<file path="src/rtl/axi_write_arbiter.sv">
// Round-robin arbiter sharing one AXI write slave (AW/W/B) among NUM_M masters, one burst in flight.
// Optional B-wait timeout with SLVERR response: define AXI_WARB_TIMEOUT_EN.

`ifndef ID_BITS
`define ID_BITS 4
`endif
`ifndef RESP_SLVERR
`define RESP_SLVERR 2'b10
`endif

module axi_write_arbiter #(
    parameter int NUM_M  = 2,
    parameter int ID_W   = `ID_BITS,
    parameter int ADDR_W = 32,
    parameter int DATA_W = 32
`ifdef AXI_WARB_TIMEOUT_EN
    ,
    parameter int TO_CYCLES = 256
`endif
) (
    input  logic                           clk_i,
    input  logic                           rst_i,
    input  logic [NUM_M-1:0][ID_W-1:0]     m_awid,
    input  logic [NUM_M-1:0][ADDR_W-1:0]   m_awaddr,
    input  logic [NUM_M-1:0][7:0]          m_awlen,
    input  logic [NUM_M-1:0][2:0]          m_awsize,
    input  logic [NUM_M-1:0][1:0]          m_awburst,
    input  logic [NUM_M-1:0]               m_awvalid,
    output logic [NUM_M-1:0]               m_awready,
    input  logic [NUM_M-1:0][DATA_W-1:0]   m_wdata,
    input  logic [NUM_M-1:0][DATA_W/8-1:0] m_wstrb,
    input  logic [NUM_M-1:0]               m_wlast,
    input  logic [NUM_M-1:0]               m_wvalid,
    output logic [NUM_M-1:0]               m_wready,
    output logic [ID_W-1:0]                m_bid,
    output logic [1:0]                     m_bresp,
    output logic [NUM_M-1:0]               m_bvalid,
    input  logic [NUM_M-1:0]               m_bready,
    output logic [ID_W-1:0]                s_awid,
    output logic [ADDR_W-1:0]              s_awaddr,
    output logic [7:0]                     s_awlen,
    output logic [2:0]                     s_awsize,
    output logic [1:0]                     s_awburst,
    output logic                           s_awvalid,
    input  logic                           s_awready,
    output logic [DATA_W-1:0]              s_wdata,
    output logic [DATA_W/8-1:0]            s_wstrb,
    output logic                           s_wlast,
    output logic                           s_wvalid,
    input  logic                           s_wready,
    input  logic [ID_W-1:0]                s_bid,
    input  logic [1:0]                     s_bresp,
    input  logic                           s_bvalid,
    output logic                           s_bready,
    output logic [$clog2(NUM_M)-1:0]       o_grant,
    output logic                           o_busy,
    output logic                           o_timeout
);

    localparam int MW = $clog2(NUM_M);

    typedef enum logic [2:0] {
        ST_IDLE,
        ST_ADDR,
        ST_DATA,
`ifdef AXI_WARB_TIMEOUT_EN
        ST_RESP,
        ST_RERR
`else
        ST_RESP
`endif
    } state_t;

    state_t          r_state, w_state_nxt;
    logic [MW-1:0]   r_grant, r_rr_ptr, w_pick, w_grant_inc;
    logic            w_req_any, w_aw_hs, w_w_last_hs, w_b_hs, w_burst_done, w_stray;

    function automatic logic [MW-1:0] rr_idx(input logic [MW-1:0] base, input int off);
        return MW'((int'(base) + off) % NUM_M);
    endfunction

    // Scan downward so the last hit is the requester closest to r_rr_ptr.
    always_comb begin
        w_pick = r_rr_ptr;
        for (int i = NUM_M - 1; i >= 0; i--) begin
            if (m_awvalid[rr_idx(r_rr_ptr, i)]) w_pick = rr_idx(r_rr_ptr, i);
        end
    end

    assign w_req_any   = |m_awvalid;
    assign w_grant_inc = (r_grant == MW'(NUM_M - 1)) ? '0 : r_grant + MW'(1);
    assign w_aw_hs     = (r_state == ST_ADDR) && m_awvalid[r_grant] && s_awready;
    assign w_w_last_hs = (r_state == ST_DATA) && m_wvalid[r_grant] && s_wready && m_wlast[r_grant];
    assign w_b_hs      = (r_state == ST_RESP) && s_bvalid && m_bready[r_grant];

`ifdef AXI_WARB_TIMEOUT_EN
    logic [15:0]     r_to_cnt;
    logic            r_timeout, r_stray, w_to_hit;
    logic [ID_W-1:0] r_awid;

    assign w_to_hit     = (r_state == ST_RESP) && !s_bvalid && (r_to_cnt == 16'(TO_CYCLES - 1));
    assign w_burst_done = w_b_hs || ((r_state == ST_RERR) && m_bready[r_grant]);
    assign w_stray      = r_stray;
    assign o_timeout    = r_timeout;

    // After a timeout the slave still owes one B beat; it is swallowed before new grants.
    always_ff @(posedge clk_i) begin
        if (rst_i) begin
            r_to_cnt  <= '0;
            r_timeout <= 1'b0;
            r_stray   <= 1'b0;
            r_awid    <= '0;
        end else begin
            if (w_w_last_hs)
                r_to_cnt <= '0;
            else if (r_state == ST_RESP && !s_bvalid)
                r_to_cnt <= r_to_cnt + 16'd1;
            if (w_aw_hs) r_awid <= m_awid[r_grant];
            if (w_to_hit) begin
                r_timeout <= 1'b1;
                r_stray   <= 1'b1;
            end else if (r_stray && s_bvalid) begin
                r_stray <= 1'b0;
            end
        end
    end
`else
    assign w_burst_done = w_b_hs;
    assign w_stray      = 1'b0;
    assign o_timeout    = 1'b0;
`endif

    // NOTE: sequential state uses non-blocking (<=) so every register samples pre-edge values.
    always_ff @(posedge clk_i) begin
        if (rst_i) begin
            r_state  <= ST_IDLE;
            r_grant  <= '0;
            r_rr_ptr <= '0;
        end else begin
            r_state <= w_state_nxt;
            if (r_state == ST_IDLE && w_req_any && !w_stray) r_grant <= w_pick;
            if (w_burst_done) r_rr_ptr <= w_grant_inc;
        end
    end

    // NOTE: every output of this block gets a default first, so no path can infer a latch.
    always_comb begin
        w_state_nxt = r_state;
        m_awready   = '0;
        m_wready    = '0;
        m_bvalid    = '0;
        s_awvalid   = 1'b0;
        s_wvalid    = 1'b0;
        s_bready    = w_stray;
        m_bid       = s_bid;
        m_bresp     = s_bresp;
        case (r_state)
            ST_IDLE: begin
                if (w_req_any && !w_stray) w_state_nxt = ST_ADDR;
            end
            ST_ADDR: begin
                s_awvalid          = m_awvalid[r_grant];
                m_awready[r_grant] = s_awready;
                if (w_aw_hs) w_state_nxt = ST_DATA;
            end
            ST_DATA: begin
                s_wvalid          = m_wvalid[r_grant];
                m_wready[r_grant] = s_wready;
                if (w_w_last_hs) w_state_nxt = ST_RESP;
            end
            ST_RESP: begin
                m_bvalid[r_grant] = s_bvalid;
                s_bready          = m_bready[r_grant];
                if (w_b_hs) w_state_nxt = ST_IDLE;
`ifdef AXI_WARB_TIMEOUT_EN
                else if (w_to_hit) w_state_nxt = ST_RERR;
`endif
            end
`ifdef AXI_WARB_TIMEOUT_EN
            ST_RERR: begin
                m_bvalid[r_grant] = 1'b1;
                m_bresp           = `RESP_SLVERR;
                m_bid             = r_awid;
                if (m_bready[r_grant]) w_state_nxt = ST_IDLE;
            end
`endif
            default: w_state_nxt = ST_IDLE;
        endcase
    end

    assign s_awid    = m_awid[r_grant];
    assign s_awaddr  = m_awaddr[r_grant];
    assign s_awlen   = m_awlen[r_grant];
    assign s_awsize  = m_awsize[r_grant];
    assign s_awburst = m_awburst[r_grant];
    assign s_wdata   = m_wdata[r_grant];
    assign s_wstrb   = m_wstrb[r_grant];
    assign s_wlast   = m_wlast[r_grant];
    assign o_grant   = r_grant;
    assign o_busy    = (r_state != ST_IDLE);

endmodule

</file>
<file path="config.mk">
export PLATFORM = sky130hd
export DESIGN_NAME = axi_write_arbiter
export DESIGN_NICKNAME = d
export VERILOG_FILES = /design/src/rtl/axi_write_arbiter.sv
export SDC_FILE = /design/constraint.sdc
export NUM_CORES = 1
export LEC_CHECK = 0
export CORE_AREA = 3 3 114 116
export DETAILED_ROUTE_END_ITERATION = 7
export DIE_AREA = 0 0 117 119
export GPL_TIMING_DRIVEN = 1
export PLACE_DENSITY_LB_ADDON = 0.3
export SKIP_CTS_REPAIR_TIMING = 1
export SYNTH_ARGS = -nofsm -noshare
export SYNTH_HDL_FRONTEND = slang
export SYNTH_SLANG_ARGS = --single-unit
</file>
<file path="constraint.sdc">
create_clock -name clk_i -period 4.15 [get_ports clk_i]
set_input_delay 0.83 -clock clk_i [delete_from_list [all_inputs] [get_ports clk_i]]
set_output_delay 0.83 -clock clk_i [all_outputs]
set_load 0.005 [all_outputs]
</file>
Word-level counts from Yosys, hierarchy flattened
Index checks and enable logic that the tools add are counted.

word-level totals
  input port bits = 189
  bits in registers = 5
  output and inout port bits = 104
  word-level logic and storage cells = 74

operators by class
  reduce and logical (&&, ||, !) cells = 13
  muxes and demuxes = 42
  $add $sub $neg = 2
  equal/unequal tests = 7
  bitwise gates (word level) = 3
  $lt $le $gt $ge = 4

operators by type and width
  cell                                                                          count
  32-bit 2-to-1 mux                                                             4
  1-bit 2-to-1 mux                                                              19
  3-bit 2-to-1 mux                                                              6
  4-bit 2-to-1 mux                                                              4
  8-bit 2-to-1 mux                                                              2
  3-bit one-hot mux with 4 select lines                                         1
  2-bit 2-to-1 mux                                                              5
  1-bit logical AND                                                             9
  2-bit inequality test, second input constant                                  4
  2-bit bitwise AND                                                             3
  3-bit by 2-bit == test with 1-bit output, second input constant               2
  1-bit by 2-bit less-than comparator with 1-bit output, second input constant  3
  4-bit AND reduction                                                           1
  3-bit by 1-bit == test with 1-bit output, second input constant               1
  3-bit zero test                                                               1
  3-bit nonzero test                                                            1
  1-bit adder, second input constant                                            2
  2-bit OR reduction                                                            1
  1-bit demux with 1-bit select                                                 1
  1-bit greater-or-equal comparator, second input constant                      1

Depth between registers and ports, before layout
  depth in word-level cells = 7
  depth in mapped cells = 6
  gate-level depth less buffers = 6

Least setup slack after synthesis
Ideal clock, no wire load.

  kind = reg2out
  start point = register r_grant (netlist: o_grant)
  end point = output port s_awaddr[0]
  arrival time = 1,311 ps
  buffers on the path = 3
  stages on the path, launching flop included = 5
  required time = 3,320 ps
  setup slack = 2,009 ps
  cell sequence = dfxtp_1 -> buf_4 -> clkbuf_1 -> buf_2 -> mux2_2

on the way
  longest elaborated chain between the ends = 2

RTL lines
  element                                                line  source
  start, declared                                        75    logic [MW-1:0] r_grant, r_rr_ptr, w_pick, w_grant_inc;
  start signal, assigned                                 141   if (r_state == ST_IDLE && w_req_any && !w_stray) r_grant <= w_pick;
  32-bit 2-to-1 mux (not written as such) (2 in series)  192   assign s_awaddr = m_awaddr[r_grant];
  end, declared                                          40    output logic [ADDR_W-1:0] s_awaddr,

Every way passes these cells. The select of a mux whose other input is x is not followed.

Worst setup path after layout
  start point = register r_grant (netlist: o_grant)
  end point = output port s_wvalid

on the way
  longest elaborated chain between the ends = 3

RTL lines
  element                                               line  source
  1-bit 2-to-1 mux (not written as such) (2 in series)  167   s_wvalid = m_wvalid[r_grant];
  1-bit 2-to-1 mux                                      157   case (r_state)
  end, declared                                         49    output logic s_wvalid,

Every way passes these cells. The select of a mux whose other input is x is not followed.

==> qor.yml <==
netlist_area_mm2: 0.00148
grt_pass1_wl_mm: 12.7
fp.dieW_um: 117
io_buffers: 279
tightest_slew_ns: 0.663
routedWlPerCell_um: 16.2
drtIter0Drc: 24
nets: 617
place.gp.congestion: 0.845
synth_top_area_share_pct: 65.4
synth_top_area_cell: "mux2_2"
ys_warn_count: 0
netlist_top_cells_area: "mux2_2 65%, dfxtp_1 5.4%, buf_4 4.1%, ha_1 3.4%, buf_2 3.0%"
fill_cells: 1231
postSynthCellCount: 157
ys_types: 26
critical-path-max-stage-delay_ns: 0.76
crit_fanout: 52
synth_area_per_cell_um2: 9.44
max_cap_violations: 0
setup_viol: 0
antenna_cells: 0
antenna_found_initial: 1
final_max_slew_viol_count: 0
finClkSkew_ns: 0.00491
area_growth_pct: 201
io_pins: 293
gr-total-overflow: 0
cp_slowest_cell: "dfxtp_4"
critPathLaunchType: "register"
min_from: "r_state[1]$_SDFFE_PP0P_"
cts_tree: "yes"
drc: 0
synth_edf_count: 0
via_per_inst: 3.89
crit_start: "o_grant$_SDFFE_PP0P_"
synth-seq-cells: 4
numClockSinks: 4
num_vias: 2220
root_buffer: "clkbuf_16"
drtAntennaViolNets: 0
dp_hpwl_mm: 8.11
cts_buffer_depth: 2
yosys-top-cells-count: "86 x mux2_2, 9 x buf_2, 9 x nor2_1"
power.leakage_nw: 1.63
cts-htree-levels: 1
postSynthNetCount: 350
r2r_start: "o_grant$_SDFFE_PP0P_"
routed_wl_mm: 9.22
fin_tns_setup_ns: 0
first_global_vias: 2302
crit_chain: "buf_12, mux2i_1, and2b_1, clkdlybuf4s50_1"
ys_seq_area_share_pct: 5.41
cts_buffers: 3
layout-drive-gt1-share_pct: 22.2
clk_pin_slew_worst_paths_ns: 0.03
rows: 40
die-area_mm2: 0.0139
start_util_pct: 12.3
critPathRequiredTime_ns: 3.32
hold_viol_final: 0
path_class: "register to primary output"
finalCriticalPeriod_ns: 3.05
endpoint_kind: "primary output"
grt_usage_pct: 11.5
irDropWorstVdd_v: 0.000222
status: "completed"
core_region_area_mm2: 0.0120
period_share_pct: 73.6
power_density_mw_per_mm2: 240
ys.flop_type: "dfxtp_1"
detail_route.first_pass.iterations: 2
fin_area_mm2: 0.00445
postPlaceCellArea_mm2: 0.00437
arrival_ns: 2.22
hp-class: "register to register"
slew_headroom_pct: 55.8
insertion_delay_ns: 0.23
rsz0062_at_grt: "false"
die_height_um: 119
clock.fmax_mhz: 327
async_reset_ff_share_pct: 0
synth.most_common_cell: "mux2_2"
grt_max_degree: 53
[placed cells by master, fill, tap and decap left out, drive strengths merged, types with 2 or more instances in the layout]
cell,instances
clkbuf,4
inv,7
a21oi,2
dfxtp,4
clkdlybuf4s50,279
nand2b,3
nand2,6
mux2,86
nor2,9
ha,4
mux2i,4
[area by class of cell]
cell class                      instances  area (um^2)  area share, %
Inverter                                7         26.3          0.590
Timing Repair Buffer                  280         2810           63.2
Clock buffer                            4         78.8           1.77
Sequential cell                         4         83.8           1.88
Tap cell                              147          184           4.13
Multi-Input combinational cell        128         1270           28.4
[cells by family after synthesis]
group           after synthesis  share of synthesized area, %
compound gates               10                          6.59
fa+ha+maj                     4                          3.38
buf+inv                      25                          9.12
flops                         4                          5.41
mux                          90                          68.1
other cells                   1                         0.253
simple gates                 23                          7.18
[metrics by stage]
stage	worst slack [ns]	cells	utilization (%)	total power, mW	hold WS, ns
floorplan	2.01	157	-	0.420	0.468
global placement	1.17	566	36.4	0.908	0.485
detailed placement	1.17	566	36.4	0.914	0.513
CTS	1.05	570	37.1	1.08	0.530
global route	0.947	570	37.1	1.13	0.571
finish	1.10	570	37.1	1.07	0.529
[routing by layer]
metal  GRT usage [%]  up-vias  wire (um)
li1                -     1089          -
met1            11.6      998       3210
met2            23.6      123       5080
met3            2.64        8        875
met4            1.79        2         46
met5               0        -         13
[registers in the layout (all words and copies together) (netlist names)]
signal	flops
r_state	2
r_rr_ptr	1
o_grant	1
[path summary, 6_finish.rpt]
kind	end	slack, ns	cells after the start
worst max-delay path	s_wvalid	1.10	4
worst min-delay path	r_state[1]$_SDFFE_PP0P_	0.53	2
worst max register to register	r_state[1]$_SDFFE_PP0P_	1.95	5
worst min register to register	r_state[1]$_SDFFE_PP0P_	0.53	2
[where the power goes]
part,total (mW),switching [mW],internal [mW]
sequential,0.0963,0.0438,0.0525
combinational,0.814,0.241,0.572
clock,0.158,0.0308,0.127
[worst max-delay path, delay by kind of cell (launching register included)]
family / cells / cell delay (ns)
buf+inv: 2 / 0.77
flops: 1 / 0.76
mux: 1 / 0.25
simple gates: 1 / 0.20
No activity file was read; power rests on OpenSTA's default activity.
